$ cat src/rtl/usb_tx_sched_if.sv
// usb_tx_sched_if: IN-token bus between the device controller, endpoint sources and the TX scheduler.
interface usb_tx_sched_if;
    logic        usb_busreset;
    logic [3:0]  endpt_sel;
    logic        usb_txact;
    logic        usb_txpop;
    logic        usb_txpktfin;
    logic [7:0]  ep0_dat;
    logic [11:0] ep0_len;
    logic        ep0_send;
    logic [7:0]  ep2_dat;
    logic [11:0] ep2_len;
    logic        ep2_cork;
    logic [6:0]  uart_state;
    logic [7:0]  usb_txdat;
    logic [11:0] usb_txdat_len;
    logic        usb_txcork;
    logic        usb_txval;
    logic        notif_pending;
    logic        notif_sent;

    modport master (
        output usb_busreset, endpt_sel, usb_txact, usb_txpop, usb_txpktfin,
               ep0_dat, ep0_len, ep0_send, ep2_dat, ep2_len, ep2_cork, uart_state,
        input  usb_txdat, usb_txdat_len, usb_txcork, usb_txval, notif_pending, notif_sent
    );

    modport slave (
        input  usb_busreset, endpt_sel, usb_txact, usb_txpop, usb_txpktfin,
               ep0_dat, ep0_len, ep0_send, ep2_dat, ep2_len, ep2_cork, uart_state,
        output usb_txdat, usb_txdat_len, usb_txcork, usb_txval, notif_pending, notif_sent
    );
endinterface

$ cat src/rtl/usb_tx_sched.sv
// usb_tx_sched: muxes EP0/EP2 TX sources and generates the CDC SERIAL_STATE notification on the interrupt endpoint.
module usb_tx_sched #(
    parameter logic [3:0]  CTRL_EP  = 4'd0,
    parameter logic [3:0]  NOTIF_EP = 4'd1,
    parameter logic [3:0]  DATA_EP  = 4'd2,
    parameter logic [15:0] IF_NUM   = 16'd0
) (
    input logic           PHY_CLKOUT,
    input logic           RESET,
    usb_tx_sched_if.slave bus
);
    typedef enum logic [1:0] {IDLE, SEND, WAIT_FIN} state_t;

    state_t      state_q, state_d;
    logic [3:0]  idx_q, idx_d;
    logic [6:0]  snap_q, snap_d;
    logic [6:0]  last_q, last_d;
    logic        notif_sent_q, notif_sent_d;
    logic        txact_q;
    logic        notif_sel, txact_rise, pending;
    logic [6:0]  pkt_state;
    logic [79:0] pkt;
    logic [6:0]  bit_off;
    logic [7:0]  notif_byte;

    assign notif_sel  = bus.endpt_sel == NOTIF_EP;
    assign txact_rise = bus.usb_txact && !txact_q;
    assign pending    = (bus.uart_state != last_q) || (state_q != IDLE);

    // Before the snapshot is taken the packet previews the live UART state.
    assign pkt_state  = (state_q == IDLE) ? bus.uart_state : snap_q;
    assign pkt        = {8'h00, 1'b0, pkt_state, 8'h00, 8'h02, IF_NUM[15:8], IF_NUM[7:0],
                         8'h00, 8'h00, 8'h20, 8'hA1};
    assign bit_off    = {idx_q, 3'b000};
    assign notif_byte = (idx_q < 4'd10) ? pkt[bit_off +: 8] : 8'h00;

    always_comb begin
        state_d      = state_q;
        idx_d        = idx_q;
        snap_d       = snap_q;
        last_d       = last_q;
        notif_sent_d = 1'b0;
        if (bus.usb_busreset) begin
            state_d = IDLE;
            idx_d   = 4'd0;
            snap_d  = 7'd0;
            last_d  = 7'd0;
        end else begin
            case (state_q)
                IDLE: if (txact_rise && notif_sel && pending) begin
                    state_d = SEND;
                    snap_d  = bus.uart_state;
                    idx_d   = 4'd0;
                end
                SEND: if (!bus.usb_txact) begin
                    state_d = IDLE;
                end else if (bus.usb_txpop && notif_sel) begin
                    idx_d   = idx_q + 4'd1;
                    state_d = (idx_q == 4'd9) ? WAIT_FIN : SEND;
                end
                WAIT_FIN: if (bus.usb_txpktfin) begin
                    state_d      = IDLE;
                    last_d       = snap_q;
                    notif_sent_d = 1'b1;
                end else if (!bus.usb_txact) begin
                    state_d = IDLE;
                end
                default: state_d = IDLE;
            endcase
        end
    end

    always_ff @(posedge PHY_CLKOUT or posedge RESET) begin
        if (RESET) begin
            state_q      <= IDLE;
            idx_q        <= 4'd0;
            snap_q       <= 7'd0;
            last_q       <= 7'd0;
            notif_sent_q <= 1'b0;
            txact_q      <= 1'b0;
        end else begin
            state_q      <= state_d;
            idx_q        <= idx_d;
            snap_q       <= snap_d;
            last_q       <= last_d;
            notif_sent_q <= notif_sent_d;
            txact_q      <= bus.usb_txact;
        end
    end

    always_comb begin
        bus.usb_txdat     = 8'h00;
        bus.usb_txdat_len = 12'd0;
        bus.usb_txcork    = 1'b1;
        bus.usb_txval     = 1'b0;
        if (bus.endpt_sel == CTRL_EP) begin
            bus.usb_txdat     = bus.ep0_dat;
            bus.usb_txdat_len = bus.ep0_len;
            bus.usb_txcork    = 1'b0;
            bus.usb_txval     = bus.ep0_send;
        end else if (bus.endpt_sel == DATA_EP) begin
            bus.usb_txdat     = bus.ep2_dat;
            bus.usb_txdat_len = bus.ep2_len;
            bus.usb_txcork    = bus.ep2_cork;
        end else if (notif_sel && pending) begin
            bus.usb_txdat     = notif_byte;
            bus.usb_txdat_len = 12'd10;
            bus.usb_txcork    = 1'b0;
        end
    end

    assign bus.notif_pending = pending;
    assign bus.notif_sent    = notif_sent_q;
endmodule
$ cat src/flat_wrapper.sv
// flat-port wrapper written by rule: the top's interface ports become plain ports
module usb_tx_sched_flat 
#(
    parameter logic [3:0]  CTRL_EP  = 4'd0,
    parameter logic [3:0]  NOTIF_EP = 4'd1,
    parameter logic [3:0]  DATA_EP  = 4'd2,
    parameter logic [15:0] IF_NUM   = 16'd0
)
  (PHY_CLKOUT, RESET, bus_usb_busreset, bus_endpt_sel, bus_usb_txact, bus_usb_txpop, bus_usb_txpktfin, bus_ep0_dat, bus_ep0_len, bus_ep0_send, bus_ep2_dat, bus_ep2_len, bus_ep2_cork, bus_uart_state, bus_usb_txdat, bus_usb_txdat_len, bus_usb_txcork, bus_usb_txval, bus_notif_pending, bus_notif_sent);
  usb_tx_sched_if bus_i ();
  input logic PHY_CLKOUT;
  input logic RESET;
  input wire logic [$bits(bus_i.usb_busreset)-1:0] bus_usb_busreset;
  input wire logic [$bits(bus_i.endpt_sel)-1:0] bus_endpt_sel;
  input wire logic [$bits(bus_i.usb_txact)-1:0] bus_usb_txact;
  input wire logic [$bits(bus_i.usb_txpop)-1:0] bus_usb_txpop;
  input wire logic [$bits(bus_i.usb_txpktfin)-1:0] bus_usb_txpktfin;
  input wire logic [$bits(bus_i.ep0_dat)-1:0] bus_ep0_dat;
  input wire logic [$bits(bus_i.ep0_len)-1:0] bus_ep0_len;
  input wire logic [$bits(bus_i.ep0_send)-1:0] bus_ep0_send;
  input wire logic [$bits(bus_i.ep2_dat)-1:0] bus_ep2_dat;
  input wire logic [$bits(bus_i.ep2_len)-1:0] bus_ep2_len;
  input wire logic [$bits(bus_i.ep2_cork)-1:0] bus_ep2_cork;
  input wire logic [$bits(bus_i.uart_state)-1:0] bus_uart_state;
  output wire logic [$bits(bus_i.usb_txdat)-1:0] bus_usb_txdat;
  output wire logic [$bits(bus_i.usb_txdat_len)-1:0] bus_usb_txdat_len;
  output wire logic [$bits(bus_i.usb_txcork)-1:0] bus_usb_txcork;
  output wire logic [$bits(bus_i.usb_txval)-1:0] bus_usb_txval;
  output wire logic [$bits(bus_i.notif_pending)-1:0] bus_notif_pending;
  output wire logic [$bits(bus_i.notif_sent)-1:0] bus_notif_sent;
  assign bus_i.usb_busreset = bus_usb_busreset;
  assign bus_i.endpt_sel = bus_endpt_sel;
  assign bus_i.usb_txact = bus_usb_txact;
  assign bus_i.usb_txpop = bus_usb_txpop;
  assign bus_i.usb_txpktfin = bus_usb_txpktfin;
  assign bus_i.ep0_dat = bus_ep0_dat;
  assign bus_i.ep0_len = bus_ep0_len;
  assign bus_i.ep0_send = bus_ep0_send;
  assign bus_i.ep2_dat = bus_ep2_dat;
  assign bus_i.ep2_len = bus_ep2_len;
  assign bus_i.ep2_cork = bus_ep2_cork;
  assign bus_i.uart_state = bus_uart_state;
  assign bus_usb_txdat = bus_i.usb_txdat;
  assign bus_usb_txdat_len = bus_i.usb_txdat_len;
  assign bus_usb_txcork = bus_i.usb_txcork;
  assign bus_usb_txval = bus_i.usb_txval;
  assign bus_notif_pending = bus_i.notif_pending;
  assign bus_notif_sent = bus_i.notif_sent;
  usb_tx_sched #(.CTRL_EP(CTRL_EP), .NOTIF_EP(NOTIF_EP), .DATA_EP(DATA_EP), .IF_NUM(IF_NUM)) u_core (.PHY_CLKOUT(PHY_CLKOUT), .RESET(RESET), .bus(bus_i));
endmodule
$ cat config.mk
export PLATFORM = sky130hd
export DESIGN_NAME = usb_tx_sched_flat
export DESIGN_NICKNAME = d
export VERILOG_FILES = /design/src/rtl/usb_tx_sched_if.sv /design/src/rtl/usb_tx_sched.sv /design/src/flat_wrapper.sv
export SDC_FILE = /design/constraint.sdc
export NUM_CORES = 1
export LEC_CHECK = 0
export CORE_ASPECT_RATIO = 1.5
export CORE_UTILIZATION = 38
export CTS_CLUSTER_SIZE = 20
export DETAILED_ROUTE_END_ITERATION = 16
export PLACE_DENSITY = 0.77
export SYNTH_ARGS = -nofsm -noshare
export SYNTH_HDL_FRONTEND = slang
export SYNTH_SLANG_ARGS = --single-unit
$ cat constraint.sdc
create_clock -name PHY_CLKOUT -period 1.65 [get_ports PHY_CLKOUT]
set_input_delay 0.165 -clock PHY_CLKOUT [delete_from_list [all_inputs] [get_ports PHY_CLKOUT]]
set_output_delay 0.165 -clock PHY_CLKOUT [all_outputs]
set_load 0.05 [all_outputs]
==> run metrics <==
Final Worst Setup Slack=-0.384 ns; vias in the first global route=2,323; Antenna Cells=0; Min-Delay Path Class=in -> async; max_slew headroom=0.739; DRT iter0 DRCs=91; number of synthesized register bits=22; largest family of logic cells by synthesized area=simple AND/OR/NAND/NOR gates; CP required=1.48 ns; number of CTS-inserted buffers=3; cell taking the most area after synthesis=dfrtp_1; syn_nets=278; Final period util=1.23; largest net degree at the start of global routing=23; row cnt=30; Yosys cell types=46; Post-synth EDFFs=0; Worst-Skew Late Latency=0.26 ns; Yosys warning total=0; maxcap violations=0; Leakage=1.58 nW; worst slew pin tran=0.388 ns; Die Ht=87.7 um; Tmin final=2.03 ns; final hold viol count=0; VDD IR max=0.243 mV; Syn Inst Count=215; Clock Skew=0.00737 ns; ranking of synthesized cells by area=dfrtp_1 30%, mux2i_1 18%, nor2_1 6.5%, nand2b_1 5.0%, nand3b_1 2.8%; switching pwr=0.000422 W; Post-Synth XOR/XNOR Area=0.0330; Fillers=315; Ports=83; area grow syn2layout=94.0%; internal power=0.00106 W; worst path arrival time=1.87 ns; Root Buffer=clkbuf_8; Starting Density=0.403; multiplexer share of the synthesized area=0.178; Place WS=-0.495 ns; die span in x=59.1 um; drc violations=0; core area=4620 um2; Routed Antenna Nets=0; Most used DFF post-synth=dfrtp_1; commonest non-fill, non-tap cell in the layout=clkdlybuf4s50_1; Cell Pwr Density=410 nW/um2; antenna violations before repair=0; f_max=492 MHz; complex-gate fraction of the synthesized area=0.163; Logic pwr share=0.371; sequential-to-total area share from yosys stat=0.296; critical path type=reg -> out; CP startpoint=u_core.last_q[5]; IO buf count=82; fraction of layout cells with a size suffix above 1=0.368; Clock Power Share=0.262; final wirelength=6.49 mm; Fin Setup TNS=-3.98 ns; H-tree levels=1; critical path endpoint category=output pin; most frequent cells in the layout=52 x clkdlybuf4s50_1, 47 x buf_4, 33 x mux2i_1; Detailed Place HPWL=5.04 mm; first-pass GRT wire length=10.3 mm; Flop pwr share=0.368; Synth top area share=0.296; # clock sinks=22; # setup viols final=12; failing checks=setup timing; detailed-route via count=2,144; simple-gate portion of the synthesized area=0.252; total grt overflow=0; hold-fix buffers at CTS=0; CTS tree=done; GRT Resource Usage Total=0.260; routed length per instance=16.2 um; CP max FO=3; post-synthesis area per instance=8.65 um2; Async SR Flop Fraction=1.00; status=finished, violations left; Vias/cell=5.35; Clock Path Buffers=2; Layout Nets=401; Slew Viols, Final=0; CTS clk-pin slew, worst paths=0.08 ns; RSZ-0062 raised after global routing=true; Sw Ratio=0.286; Synth Area in Adders=0.0269; Final Util=0.782; Post-Syn Area=1860 um2; die area=5190 um2; first drt pass iteration count=4; critical path launch point type=flip-flop; routability cong.=0.878; launch point of the worst reg-to-reg path=u_core.last_q[5]
==> Yosys cell counts (all sizes together), types with 2 or more instances <==
| master | count |
|---|---|
| a211oi | 4 |
| a21oi | 9 |
| a31oi | 2 |
| buf | 4 |
| clkbuf | 11 |
| dfrtp | 22 |
| ha | 4 |
| inv | 5 |
| mux2i | 33 |
| nand2 | 7 |
| nand2b | 15 |
| nand3 | 3 |
| nand3b | 7 |
| nor2 | 33 |
| nor3 | 4 |
| nor4 | 3 |
| o211a | 2 |
| o211ai | 2 |
| o21ai | 9 |
| o22ai | 3 |
| o32ai | 4 |
| or3 | 3 |
| or3b | 2 |
| xnor2 | 3 |
| xor2 | 4 |
==> final cells by class <==
type | count | area, um2 | area share
Multi-Input combinational cell | 172 | 1490 | 0.411
Timing Repair Buffer | 133 | 1410 | 0.392
Sequential cell | 22 | 551 | 0.153
Tap cell | 64 | 80.1 | 0.0222
Clock buffer | 4 | 55.1 | 0.0153
Inverter | 6 | 25.0 | 0.00693
==> final timing paths <==
| path | to | slack [ns] | cells after the start |
|---|---|---|---|
| setup / recovery | bus_usb_txdat[5] | -0.38 | 6 |
| hold / removal | u_core.txact_q | 0.24 | 3 |
| setup reg to reg | u_core.idx_q[2] | 0 | 6 |
| hold reg to reg | u_core.last_q[3] | 0.56 | 2 |
| max in group asynchronous | u_core.idx_q[3] | 1.18 | 3 |
| min in group PHY_CLKOUT | u_core.snap_q[3] | 0.49 | 4 |
==> worst max-delay path: stages, from the launching register on <==
cell and delay, ns:
dfrtp_1 0.41, xor2_2 0.17, nor4_4 0.37, a21o_1 0.24, buf_6 0.15, o32ai_4 0.10, buf_12 0.17
==> per-stage QoR <==
step	instances	hold WS, ns	total power (W)	instance area, um2
3_3_place_gp	395	0.520	0.00108	3460
6_report	401	0.238	0.00148	3610
3_5_place_dp	395	0.525	0.00109	3460
5_1_grt	401	0.294	0.00153	3610
4_1_cts	400	0.241	0.00148	3600
2_1_floorplan	215	0.154	0.000775	2070
==> state kept, by name, summed over array words and instances (netlist names) <==
name,cells
u_core.last_q,7
u_core.snap_q,7
u_core.idx_q,4
u_core.state_q,2
u_core.bus.notif_sent,1
u_core.txact_q,1
==> power groups by stage <==
stage                     Clock (W)  Combinational (W)  Sequential [W]
after floorplan                   0           0.000221        0.000553
after global placement            0           0.000527        0.000554
after detailed placement          0           0.000535        0.000554
after CTS                  0.000389           0.000547        0.000543
after global routing       0.000407           0.000578        0.000544
final                      0.000387           0.000548        0.000543
==> per-layer routing <==
metal / vias to the layer above / wire length [um] / GRT usage
met5: - / 0 / 0
met4: 0 / 133 / 0.121
met3: 10 / 348 / 0.0561
met2: 98 / 3720 / 0.481
met1: 1021 / 2290 / 0.271
li1: 1015 / - / -
==> kinds of logic (layout without fill, tap and decap cells) <==
group                    after synthesis  in the layout
AND/OR/NAND/NOR                       85             85
AO/OA/AOI/OAI                         43             43
multiplexers                          33             33
flip-flops                            22             22
buffers and inverters                 21            143
XOR/XNOR                               7              7
adder cells (fa/ha/maj)                4              4
==> what timing repair did <==
item | 4_1_cts | 5_1_grt
pin swaps | 13 | 10
setup buffers | 2 | 2
gates resized for setup | 27 | 9
hold endpoints to repair | 0 | 0
endpoints found under the setup margin | 35 | 22
No activity file was read; power rests on OpenSTA's default activity.
